$ cat src/rtl/matrix_op_sequencer.sv
// Walks operand matrices A/B through the external combinational element ALU and writes
// results into C; matrix multiply accumulates inner-product terms before each write.
module matrix_op_sequencer #(
    parameter int DIM_MAX = 5,
    parameter int AW      = 5
) (
    input  logic              clk,
    input  logic              rst_n,
    input  logic              start,
    input  logic [2:0]        op,
    input  logic [2:0]        size,
    input  logic signed [7:0] scalar,
    output logic              busy,
    output logic              done,
    output logic              err,
    output logic [AW-1:0]     rd_addr_a,
    output logic [AW-1:0]     rd_addr_b,
    input  logic signed [7:0] rd_data_a,
    input  logic signed [7:0] rd_data_b,
    output logic [2:0]        alu_op,
    output logic signed [8:0] alu_a,
    output logic signed [8:0] alu_b,
    output logic [2:0]        alu_size,
    input  logic signed [7:0] alu_result,
    output logic              wr_en,
    output logic [AW-1:0]     wr_addr,
    output logic [7:0]        wr_data
);

    typedef enum logic [2:0] {
        OP_ADD  = 3'b000,
        OP_SUB  = 3'b001,
        OP_MULT = 3'b010,
        OP_SCAL = 3'b011,
        OP_DET  = 3'b100,
        OP_TRAN = 3'b101,
        OP_OPP  = 3'b110,
        OP_CLR  = 3'b111
    } op_t;

    typedef enum logic [2:0] {S_IDLE, S_FETCH, S_EXEC, S_CLEAR, S_DONE} state_t;

    state_t            state;
    op_t               op_q;
    logic [2:0]        size_q;
    logic signed [7:0] scalar_q;
    logic [2:0]        r, c, k;
    logic [7:0]        acc;

    logic [2:0]        last;
    logic              rc_last;
    logic [2:0]        r_nxt, c_nxt;
    logic [7:0]        sum;

    function automatic logic [AW-1:0] addr(input logic [2:0] row, input logic [2:0] col);
        return AW'(int'(row) * DIM_MAX + int'(col));
    endfunction

    assign alu_op   = op_q;
    assign alu_size = size_q;

    // Everything that depends on the storage read data or the ALU result has to be
    // combinational: those inputs only become valid inside the EXEC cycle itself.
    always_comb begin
        // NOTE: every always_comb output gets a default first, so no path can infer a latch.
        last      = size_q - 3'd1;
        rc_last   = (r == last) && (c == last);
        c_nxt     = (c == last) ? 3'd0 : c + 3'd1;
        r_nxt     = (c == last) ? ((r == last) ? 3'd0 : r + 3'd1) : r;
        sum       = (k == 3'd0) ? alu_result : acc + alu_result;
        rd_addr_a = addr(r, c);
        rd_addr_b = addr(r, c);
        alu_a     = '0;
        alu_b     = '0;
        wr_en     = 1'b0;
        wr_addr   = '0;
        wr_data   = '0;
        if (op_q == OP_MULT) begin
            rd_addr_a = addr(r, k);
            rd_addr_b = addr(k, c);
        end
        if (state == S_EXEC) begin
            alu_a = {rd_data_a[7], rd_data_a};
            case (op_q)
                OP_SCAL: alu_b = {scalar_q[7], scalar_q};
                OP_TRAN: alu_b = 9'sd1;
                OP_OPP:  alu_b = -9'sd1;
                default: alu_b = {rd_data_b[7], rd_data_b};
            endcase
            wr_addr = (op_q == OP_TRAN) ? addr(c, r) : addr(r, c);
            if (op_q == OP_MULT) begin
                wr_en   = (k == last);
                wr_data = sum;
            end else begin
                wr_en   = 1'b1;
                wr_data = alu_result;
            end
        end else if (state == S_CLEAR) begin
            wr_en   = 1'b1;
            wr_addr = addr(r, c);
        end
    end

    always_ff @(posedge clk) begin
        // NOTE: sequential state uses non-blocking assignments only; reset is synchronous.
        if (!rst_n) begin
            state    <= S_IDLE;
            op_q     <= OP_ADD;
            size_q   <= '0;
            scalar_q <= '0;
            r        <= '0;
            c        <= '0;
            k        <= '0;
            acc      <= '0;
            busy     <= 1'b0;
            done     <= 1'b0;
            err      <= 1'b0;
        end else begin
            done <= 1'b0;
            case (state)
                S_IDLE: if (start) begin
                    op_q     <= op_t'(op);
                    size_q   <= size;
                    scalar_q <= scalar;
                    r        <= '0;
                    c        <= '0;
                    k        <= '0;
                    acc      <= '0;
                    busy     <= 1'b1;
                    err      <= 1'b0;
                    if (size < 3'd2 || int'(size) > DIM_MAX || op == OP_DET) begin
                        state <= S_DONE;
                        done  <= 1'b1;
                        err   <= 1'b1;
                    end else if (op == OP_CLR) begin
                        state <= S_CLEAR;
                    end else begin
                        state <= S_FETCH;
                    end
                end
                S_FETCH: state <= S_EXEC;
                S_EXEC: begin
                    if (op_q == OP_MULT) acc <= sum;
                    if (op_q == OP_MULT && k != last) begin
                        k     <= k + 3'd1;
                        state <= S_FETCH;
                    end else begin
                        k <= '0;
                        c <= c_nxt;
                        r <= r_nxt;
                        if (rc_last) begin
                            state <= S_DONE;
                            done  <= 1'b1;
                        end else begin
                            state <= S_FETCH;
                        end
                    end
                end
                S_CLEAR: begin
                    c <= c_nxt;
                    r <= r_nxt;
                    if (rc_last) begin
                        state <= S_DONE;
                        done  <= 1'b1;
                    end
                end
                S_DONE: begin
                    busy  <= 1'b0;
                    state <= S_IDLE;
                end
                default: state <= S_IDLE;
            endcase
        end
    end

endmodule

$ cat config.mk
export PLATFORM = sky130hd
export DESIGN_NAME = matrix_op_sequencer
export DESIGN_NICKNAME = d
export VERILOG_FILES = /design/src/rtl/matrix_op_sequencer.sv
export SDC_FILE = /design/constraint.sdc
export NUM_CORES = 1
export LEC_CHECK = 0
export ABC_AREA = 0
export BUFFER_PORTS_ARGS = -buffer_cell sky130_fd_sc_hd__buf_4
export CORE_AREA = 2 2 83 85
export CTS_CLUSTER_SIZE = 12
export DETAILED_ROUTE_END_ITERATION = 8
export DIE_AREA = 0 0 85 87
export GPL_TIMING_DRIVEN = 0
export MAX_ROUTING_LAYER = met4
export PLACE_DENSITY_LB_ADDON = 0.25
export SLEW_MARGIN = 20
export SYNTH_ARGS = -nofsm -noshare
export SYNTH_HDL_FRONTEND = slang
export SYNTH_SLANG_ARGS = --single-unit
$ cat constraint.sdc
create_clock -name clk -period 4.1 [get_ports clk]
set_input_delay 1.23 -clock clk [delete_from_list [all_inputs] [get_ports clk]]
set_output_delay 1.23 -clock clk [all_outputs]
set_load 0.01 [all_outputs]
==> qor.yml, run 1 <==
status:
  status: "complete, but fails checks"
  violations: "negative setup slack"
setup_path:
  path_class: "primary input to output port"
  cp_max_fo: 2
  worstPathRequired_ns: 2.87
  crit_chain: "buf_8 > ha_4 > fa_2 > a21o_1 > a21o_1 > a21oi_2 > nor2b_1 > mux2i_1 > a21oi_2 > buf_4"
  startpoint: "alu_result[0]"
  start_kind: "primary input"
  reg2reg_from: "alu_size[0]$_SDFFE_PN0P_"
  cpPeakStageDelay_ns: 0.33
  worst_ep_arrival_time_ns: 2.87
  slowest_stage: "fa_2"
  end_kind: "output port"
die:
  core_area_um2: 6570
  rows: 30
  initial_utilization_pct: 51.6
  die-area_um2: 7400
  ioPinCount: 92
  die_width_um: 85
  die_y_um: 87
drt:
  post-route-drc-count: 0
  wire_per_inst_um: 15.2
  dr.pass1.iters: 4
  vias_per_cell: 5.61
  vias: 3547
  drtAntennaViolNets: 0
  first_iter_violations: 134
  wirelength_um: 9590
finish:
  final_cell_mix: "100 x buf_4, 74 x nand2_1, 50 x nor2_1"
  synthToLayoutAreaGrowth_pct: 31.0
  antenna_cells: 0
  post-route-util_pct: 67.6
  final_area_um2: 4440
  fin_nets: 631
  final_common_cell: "buf_4"
  layout-drive-gt1-share_pct: 25.5
placed_design:
  place_ws_ns: -0.231
  place_congestion: 0.902
  dp_hpwl_um: 7260
  portBuffers: 91
  placed_cell_area_um2: 4180
sta:
  fin_skew_ns: 0.00646
  fin_crit_ns: 4.10
  max_freq_mhz: 244
  fin_ws_ns: -0.00276
  maxSlewViolCount: 0
  setup_viol: 1
  rsz0062_at_grt: "yes"
  slew_headroom_pct: 47.9
  tightest_slew_ns: 0.771
  fin_crit_sh_pct: 100
  whs_ns: 0.455
  hold_viol_final: 0
pwr:
  powerDensity_nw_per_um2: 221
  ir_drop_v: 0.000318
  pwr-share-seq_pct: 40.2
  leakage_uw: 0.00207
  p_clk_share_pct: 28.7
  switchingPower_uw: 315
  sw_frac_of_total_pct: 32.1
  internal_power_uw: 666
  p_comb_share_pct: 31.1
grt:
  antenna_found_initial: 0
  grt_usage_pct: 25.8
  grt_pass1_wl_um: 15200
  grt_start_max_net_pins: 12
  grt_pass1_vias: 3281
  grt_overflow_total: 0
clocking:
  numCtsBuffers: 5
  clk_latency_ns: 0.28
  clock-sinks: 37
  htree_levels: 2
  hold_buffers: 0
  cts_buffer_depth: 2
  cts_root_buf: "clkbuf_8"
  path_clk_slew_ns: 0.07
  cts_tree: "yes"
run:
  maxCapViolations: 0
logic_synthesis:
  synth.distinct_cells: 56
  netlist_area_um2: 3390
  synth_ff_type: "dfxtp_1"
  async_reset_ff_share_pct: 0
  postSynthCellCount: 446
  synth_edf_count: 0
  yosysSeqAreaShare_pct: 21.8
  syn_nets: 526
  syn_avg_cell_area_um2: 7.61
  synth-seq-cells: 37
  synth_warnings: 0
min_path:
  min_path_type: "flop to flop"
  hp-start: "scalar_q[0]$_SDFFE_PN0P_"
## metal layers
metal  part of all wire [%]  vias to the layer above  track usage, %
met5                      0                        -               -
met4                   0.69                        0            5.34
met3                    3.6                        8            3.60
met2                     52                       66            44.0
met1                     44                     1708            32.8
li1                       -                     1765               -
## cell usage after synthesis (all sizes together), types with 2 or more instances
| cell | n | share of area, % |
|---|---|---|
| nand2 | 74 | 8.2 |
| nor2 | 53 | 6.2 |
| a21oi | 52 | 7.7 |
| dfxtp | 37 | 22 |
| ha | 34 | 13 |
| inv | 16 | 1.8 |
| clkbuf | 15 | 1.7 |
| xnor2 | 14 | 3.6 |
| xor2 | 13 | 3.4 |
| and2 | 11 | 2.0 |
| buf | 11 | 2.0 |
| o21ai | 11 | 1.6 |
| nand3 | 8 | 1.2 |
| a21o | 7 | 1.5 |
| a221oi | 7 | 1.8 |
| a22o | 7 | 1.8 |
| a211oi | 6 | 1.3 |
| nand2b | 6 | 1.1 |
| nor3 | 6 | 1.0 |
| fa | 5 | 3.0 |
| mux2i | 5 | 1.5 |
| a311oi | 4 | 1.5 |
| nor2b | 4 | 0.74 |
| o22ai | 4 | 0.74 |
| a32oi | 3 | 0.77 |
| nand3b | 3 | 0.66 |
| nor3b | 3 | 0.66 |
| or3 | 3 | 0.55 |
| a31oi | 2 | 0.55 |
| mux2 | 2 | 0.77 |
| nand4b | 2 | 0.52 |
| o22a | 2 | 0.52 |
| or3b | 2 | 0.59 |
| xnor3 | 2 | 1.3 |
## worst max-delay path: cells and delay by family
kind	cells	cell delay [ns]
AO/OA/AOI/OAI	4	0.63
adder cells (fa/ha/maj)	2	0.48
buffers and inverters	2	0.25
multiplexers	1	0.22
AND/OR/NAND/NOR	1	0.06
## kinds of logic (layout without fill, tap and decap cells)
| logic type | Yosys count | after routing | synth area share (%) |
|---|---|---|---|
| AND/OR/NAND/NOR | 182 | 182 | 25.6 |
| AO/OA/AOI/OAI | 110 | 110 | 21.1 |
| buffers and inverters | 42 | 148 | 5.42 |
| adder cells (fa/ha/maj) | 39 | 39 | 15.5 |
| flip-flops | 37 | 37 | 21.8 |
| XOR/XNOR | 29 | 29 | 8.30 |
| multiplexers | 7 | 7 | 2.25 |
## layout make-up
class	count	area [um2]
buffer	26	124
fill	551	2130
tap	80	100
clock buffer	7	96.3
sequential	37	741
inverter	16	60.1
clock inverter	1	5.00
timing repair buffer	98	743
multi-input combinational	367	2570
## stage by stage
stage / setup TNS (ns) / instances / total power (uW)
final: -0.00276 / 632 / 981
after global routing: -0.141 / 632 / 1040
after CTS: -0.00433 / 629 / 979
after detailed placement: -0.401 / 617 / 694
after global placement: -0.276 / 617 / 685
after floorplan: 0 / 446 / 581
## power groups by stage
stage	Combinational, uW	Sequential (uW)	Clock (uW)
6_report	305	394	281
5_1_grt	335	396	307
4_1_cts	298	394	287
3_5_place_dp	292	402	0
3_3_place_gp	283	402	0
2_1_floorplan	180	401	0
## repair_timing
| action | CTS | global route |
|---|---|---|
| pin swaps | 11 | 5 |
| resized for setup | 14 | 4 |
| setup buffers | 4 | 3 |
| setup endpoints to repair | 3 | 3 |
## state kept, by name, indices dropped and copies added, names as in the netlist
signal	cells
err	1
acc	8
c	3
alu_size	3
r	3
k	3
busy	1
alu_op	3
state	3
scalar_q	8
done	1
## path summary, 6_finish.rpt
kind	cells past startpoint	endpoint	slack, ns
max	10	wr_data[6]	-0.003
min	2	scalar_q[0]$_SDFFE_PN0P_	0.45
max reg2reg	10	r[0]$_SDFFE_PN0P_	1.71
min reg2reg	2	scalar_q[0]$_SDFFE_PN0P_	0.45
Note: power is estimated with default switching activity, not from simulation.
==> inputs of run 2 (changes only) <==
- CORE_AREA: 2 2 83 85 -> 2 2 82 84
- CTS_BUF_LIST: not set -> sky130_fd_sc_hd__clkbuf_2
- DIE_AREA: 0 0 85 87 -> 0 0 84 86
==> run 2 against run 1 <==
Net effect: the run now ends clean; clock skew rose by 0.030 ns; first-iteration DRC count rose by 87%; sequential share of layout area rose by 0.14 points; sequential power barely moved; critical path type unchanged; largest cell class unchanged; largest power group unchanged.
==> qor.yml, run 2 (same netlist as run 1, synthesis figures left out) <==
setup_path:
  end_kind: "output port"
  start_kind: "primary input"
  worstPathRequired_ns: 2.87  # about the same
  cp_max_fo: 3  # +1
  worst_ep_arrival_time_ns: 2.86  # about the same
  path_class: "primary input to output port"
die:
  core_area_um2: 6280  # -4.4%
  die_y_um: 86  # -1.1%
  ioPinCount: 92  # unchanged
  die-area_um2: 7220  # -2.3%
  initial_utilization_pct: 54.0  # +2.4 points
  die_width_um: 84  # -1.2%
  rows: 29  # -3.3%
drt:
  first_iter_violations: 250  # +87%
  vias: 3608  # +1.7%
  dr.pass1.iters: 5  # +1
  wirelength_um: 9680  # +0.93%
  drtAntennaViolNets: 0  # unchanged
  post-route-drc-count: 0  # unchanged
  vias_per_cell: 5.73  # +2.0%
  wire_per_inst_um: 15.4  # +1.2%
grt:
  grt_start_max_net_pins: 12  # unchanged
  grt_pass1_vias: 3354  # +2.2%
  grt_overflow_total: 0  # unchanged
  antenna_found_initial: 0  # unchanged
  grt_usage_pct: 26.8  # +0.96 points
  grt_pass1_wl_um: 15400  # +0.86%
pwr:
  leakage_uw: 0.00206  # -0.54%
  ir_drop_v: 0.000271  # -15%
  powerDensity_nw_per_um2: 198  # -10%
finish:
  synthToLayoutAreaGrowth_pct: 30.3
  reg.largest.list: "acc x8, scalar_q x8"
  final_cell_mix: "98 x buf_4, 74 x nand2_1, 50 x nor2_1"
  num-fill-cells: 544  # -1.3%
  fin_nets: 632  # +0.16%
  stdcell_count: 630  # -0.32%
  final_common_cell: "buf_4"
  layout-drive-gt1-share_pct: 25.7  # +0.13 points
  antenna_cells: 0  # unchanged
  multi_input_area_um2: 2590  # +0.78%
  final_area_um2: 4420  # -0.51%
  seqCellArea_um2: 743  # +0.34%
  post-route-util_pct: 70.4  # +2.8 points
placed_design:
  placed_cell_area_um2: 4170  # about the same
  placedCellCount: 614  # -0.49%
  place_congestion: 0.917  # +1.7%
  portBuffers: 91  # unchanged
  dp_hpwl_um: 7300  # +0.52%
sta:
  setup_viol: 0  # -1
  fin_skew_ns: 0.0362  # +0.0297 ns
  fin_crit_sh_pct: 99.8  # -0.29 points
  tightest_slew_ns: 1.09  # +0.315 ns
  hold_viol_final: 0  # unchanged
  rsz0062_at_grt: "yes"
  fin_crit_ns: 4.09  # -0.0118 ns
  maxSlewViolCount: 0  # unchanged
  max_freq_mhz: 244  # +0.29%
  slew_headroom_pct: 26.6  # -21 points
clocking:
  numCtsBuffers: 5  # unchanged
  clk_latency_ns: 0.43  # +0.15 ns
  path_clk_slew_ns: 0.19  # +0.12 ns
  cts_tree: "yes"
  hold_buffers: 0  # unchanged
  htree_levels: 2  # unchanged
  cts_root_buf: "clkbuf_2"
  clock-sinks: 37  # unchanged
  cts_buffer_depth: 2  # unchanged
min_path:
  min_path_type: "flop to flop"
status:
  status: "completed"
run:
  maxCapViolations: 0  # unchanged
-- run 2: cell count changes in the layout (fill, tap and decap cells not counted), sizes merged --
cell / change
clkbuf: -2
clkinv: +2
buf: +1
-- run 2: worst max-delay path, cell delays in order --
cell and delay, ns:
buf_8 0.10, ha_4 0.15, fa_2 0.35, a21o_1 0.17, a21o_1 0.17, a21oi_1 0.13, nor2b_1 0.08, mux2i_1 0.22
a21oi_1 0.11, buf_4 0.15
-- run 2: worst paths after layout --
check                                   to  cells past startpoint                     start  slack (ns)
hold reg to reg   scalar_q[1]$_SDFFE_PN0P_                      2  scalar_q[1]$_SDFFE_PN0P_        0.47
setup / recovery                wr_data[6]                     10             alu_result[0]       0.009
setup reg to reg         c[0]$_SDFFE_PN0P_                     10  alu_size[0]$_SDFFE_PN0P_        1.71
hold / removal    scalar_q[1]$_SDFFE_PN0P_                      2  scalar_q[1]$_SDFFE_PN0P_        0.47
-- run 2: area by class of cell --
cell class                 count  area share, %
buffer                        26           2.80
clock buffer                   5          0.566
clock inverter                 3          0.283
inverter                      16           1.36
multi-input combinational    367           58.7
sequential                    37           16.8
tap                           77           2.18
timing repair buffer          99           17.3
-- run 2: routing by layer --
metal | up-vias | track usage (%) | part of all wire [%]
li1 | 1774 | - | -
met1 | 1682 | 32.6 | 42
met2 | 135 | 46.0 | 50
met3 | 17 | 4.14 | 6.2
met4 | 0 | 8.21 | 1.6
met5 | - | - | 0
-- run 2: metrics by stage --
| stage | power (uW) | hold slack (ns) | setup TNS (ns) | worst slack [ns] |
|---|---|---|---|---|
| 2_1_floorplan | 581 | 0.436 | 0 | 0.142 |
| 3_3_place_gp | 684 | 0.443 | -0.252 | -0.159 |
| 3_5_place_dp | 694 | 0.447 | -0.382 | -0.199 |
| 4_1_cts | 864 | 0.468 | -0.00308 | -0.00308 |
| 5_1_grt | 922 | 0.496 | -0.0714 | -0.0441 |
| 6_report | 874 | 0.472 | 0 | 0.00903 |
-- run 2: repair_timing --
item,4_1_cts,5_1_grt
setup buffers,7,1
cloned,0,0
pin swaps,15,4
endpoints found under the hold margin,0,0
setup endpoints to repair,3,4
gates resized for setup,21,6
-- run 2: where the power goes --
group	total (uW)	switching [uW]	internal, uW
Sequential	396	16.6	379
Clock	171	133	37.3
Combinational	308	169	138
==> inputs of run 3 (changes only) <==
--- a/config.mk
+++ b/config.mk
@@ -16,3 +16,3 @@
 export MAX_ROUTING_LAYER = met4
-export PLACE_DENSITY_LB_ADDON = 0.25
+export PLACE_DENSITY = 0.81
 export SLEW_MARGIN = 20
--- a/constraint.sdc
+++ b/constraint.sdc
@@ -3,2 +3,2 @@
 set_output_delay 1.23 -clock clk [all_outputs]
-set_load 0.01 [all_outputs]
+set_load 0.02 [all_outputs]
==> run 3 against run 2 <==
Net effect: the run now ends with negative setup slack left; critical path depth unchanged; sequential share of layout area down 0.071 points; die area unchanged; non-clock buffer count down 1; worst setup slack worse by 0.022 ns; clock power up 82%; sequential power about the same; clock skew down 0.0088 ns; register-to-register slack worse by 0.03 ns; critical path type unchanged; wire length up 0.38%; combinational power up 5%; final cell count down 0.16%.
==> qor.yml, run 3 (same netlist as run 1, synthesis figures left out) <==
finish:
  fin_nets: 631  # -0.16%
  layout-drive-gt1-share_pct: 25.9  # +0.23 points
  synthToLayoutAreaGrowth_pct: 30.9
  final_cell_mix: "99 x buf_4, 74 x nand2_1, 50 x nor2_1"
  antenna_cells: 0  # unchanged
  num-fill-cells: 536  # -1.5%
  final_common_cell: "buf_4"
  reg.largest.list: "acc x8, scalar_q x8"
drt:
  drtAntennaViolNets: 0  # unchanged
  vias: 3582  # -0.72%
  dr.pass1.iters: 4  # -1
  first_iter_violations: 168  # -33%
  wire_per_inst_um: 15.5  # +0.54%
  vias_per_cell: 5.69  # -0.56%
  wirelength_um: 9720  # +0.38%
  post-route-drc-count: 0  # unchanged
setup_path:
  crit_family: "compound AO/OA/AOI/OAI gates"
  cp_max_fo: 2  # -1
  path_class: "primary input to output port"
  worstPathRequired_ns: 2.87  # about the same
  worst_ep_arrival_time_ns: 2.88  # +0.02 ns
  slowest_stage: "fa_2"
  end_kind: "output port"
  start_kind: "primary input"
  cpPeakStageDelay_ns: 0.35  # about the same
  crit_chain: "buf_8 > ha_4 > fa_2 > a21o_1 > a21o_1 > a21oi_2 > nor2b_1 > mux2i_1 > a21oi_2 > buf_4"
  critPathBufInv: 2  # unchanged
placed_design:
  portBuffers: 91  # unchanged
  place_ws_ns: -0.223  # -0.0237 ns
  place_congestion: 0.905  # -1.3%
  dp_hpwl_um: 7470  # +2.4%
sta:
  setup_viol: 1  # +1
  maxSlewViolCount: 0  # unchanged
  fin_skew_ns: 0.0273  # -0.00882 ns
  hold_viol_final: 0  # unchanged
  max_freq_mhz: 243  # -0.54%
  slew_headroom_pct: 27.5  # +0.89 points
  tns_ns: -0.0131  # -0.0131 ns
  rsz0062_at_grt: "yes"
  fin_crit_sh_pct: 100  # +0.54 points
  fin_ws_ns: -0.0131  # -0.0221 ns
  tightest_slew_ns: 1.07  # -0.0132 ns
  fin_crit_ns: 4.11  # +0.0221 ns
grt:
  grt_overflow_total: 0  # unchanged
  grt.met3_usage_pct: 3.66  # -0.48 points
  use_met2_pct: 47.7  # +1.7 points
  top_usage_layer: "met2"
  use_met1_pct: 33.3  # +0.67 points
  grt_usage_pct: 27.3  # +0.51 points
  antenna_found_initial: 0  # unchanged
  grt_pass1_wl_um: 15800  # +2.9%
  grt_pass1_vias: 3448  # +2.8%
  grt_start_max_net_pins: 14  # +2
clocking:
  path_clk_slew_ns: 0.21  # +0.02 ns
  htree_levels: 2  # unchanged
  cts_buffer_depth: 2  # unchanged
  cts_root_buf: "clkbuf_2"
  hold_buffers: 0  # unchanged
  cts_tree: "yes"
  numCtsBuffers: 5  # unchanged
  clk_latency_ns: 0.43  # about the same
  clock-sinks: 37  # unchanged
status:
  status: "complete, but fails checks"
  violations: "negative setup slack"
min_path:
  min_path_type: "flop to flop"
die:
  rows: 29  # unchanged
  die-area_um2: 7220  # unchanged
  initial_utilization_pct: 54.0  # unchanged
  die_y_um: 86  # unchanged
  die_width_um: 84  # unchanged
  ioPinCount: 92  # unchanged
  core_area_um2: 6280  # unchanged
pwr:
  ir_drop_v: 0.000254  # -6.2%
  powerDensity_nw_per_um2: 232  # +17%
  leakage_uw: 0.00207  # +0.77%
  totalPowerFinal_uw: 1030  # +18%
run:
  maxCapViolations: 0  # unchanged
## run 3: cell types whose count changed in the layout (fill, tap and decap cells not counted)
cell and delta:
a21oi_2 +1, buf_6 -1, ha_1 +1, ha_2 +1
bufinv_16 +2, inv_6 +1, buf_4 +1, clkinv_1 -2
ha_4 -2, clkinv_2 -1, a21oi_1 -1, buf_8 -1
## run 3: final cells by class
cell class	count	area [um2]	share of cell area, %
Inverter	16	60.1	1.35
Clock inverter	3	68.8	1.55
Tap cell	77	96.3	2.17
Clock buffer	5	25.0	0.564
Sequential cell	37	743	16.7
Timing Repair Buffer	98	747	16.8
Multi-Input combinational cell	367	2570	58.0
Buffer	26	124	2.79
## run 3: timing repair
item / in CTS / in global routing
pin swaps: 10 / 4
setup endpoints to repair: 3 / 5
setup buffers: 7 / 0
endpoints found under the hold margin: 0 / 0
resized for setup: 13 / 9
## run 3: power by group
group,total [uW],switching (uW),internal (uW)
clock network,311,144,166
registers,396,16.7,379
logic,322,185,137
total,1030,346,682
## run 3: path summary, 6_finish.rpt
path / endpoint / depth (start not counted) / startpoint / slack [ns]
max: wr_data[6] / 10 / alu_result[0] / -0.01
min: scalar_q[1]$_SDFFE_PN0P_ / 2 / scalar_q[1]$_SDFFE_PN0P_ / 0.47
max reg2reg: r[0]$_SDFFE_PN0P_ / 10 / alu_size[0]$_SDFFE_PN0P_ / 1.68
min reg2reg: scalar_q[1]$_SDFFE_PN0P_ / 2 / scalar_q[1]$_SDFFE_PN0P_ / 0.47
## run 3: metal layers
metal / vias up / part of all wire, %
met5: - / 0
met4: 0 / 1.2
met3: 13 / 5.0
met2: 96 / 51
met1: 1706 / 42
li1: 1767 / -
## run 3: worst register-to-register path, stage by stage, from the launching register on
cell and delay [ns]:
dfxtp_1 0.39, buf_2 0.20, inv_1 0.08, ha_1 0.28, buf_2 0.17, xor2_1 0.29, a311oi_4 0.19, nor4_4 0.34
nand2_1 0.11, mux2_2 0.28, nor2_1 0.08
## run 3: per-stage QoR
stage	area, um2	utilization [%]	instances	hold slack, ns
floorplan	3390	-	446	0.436
global placement	4170	66.5	614	0.443
detailed placement	4170	66.5	614	0.447
CTS	4390	70.0	629	0.471
global route	4440	70.7	629	0.512
finish	4440	70.7	629	0.471
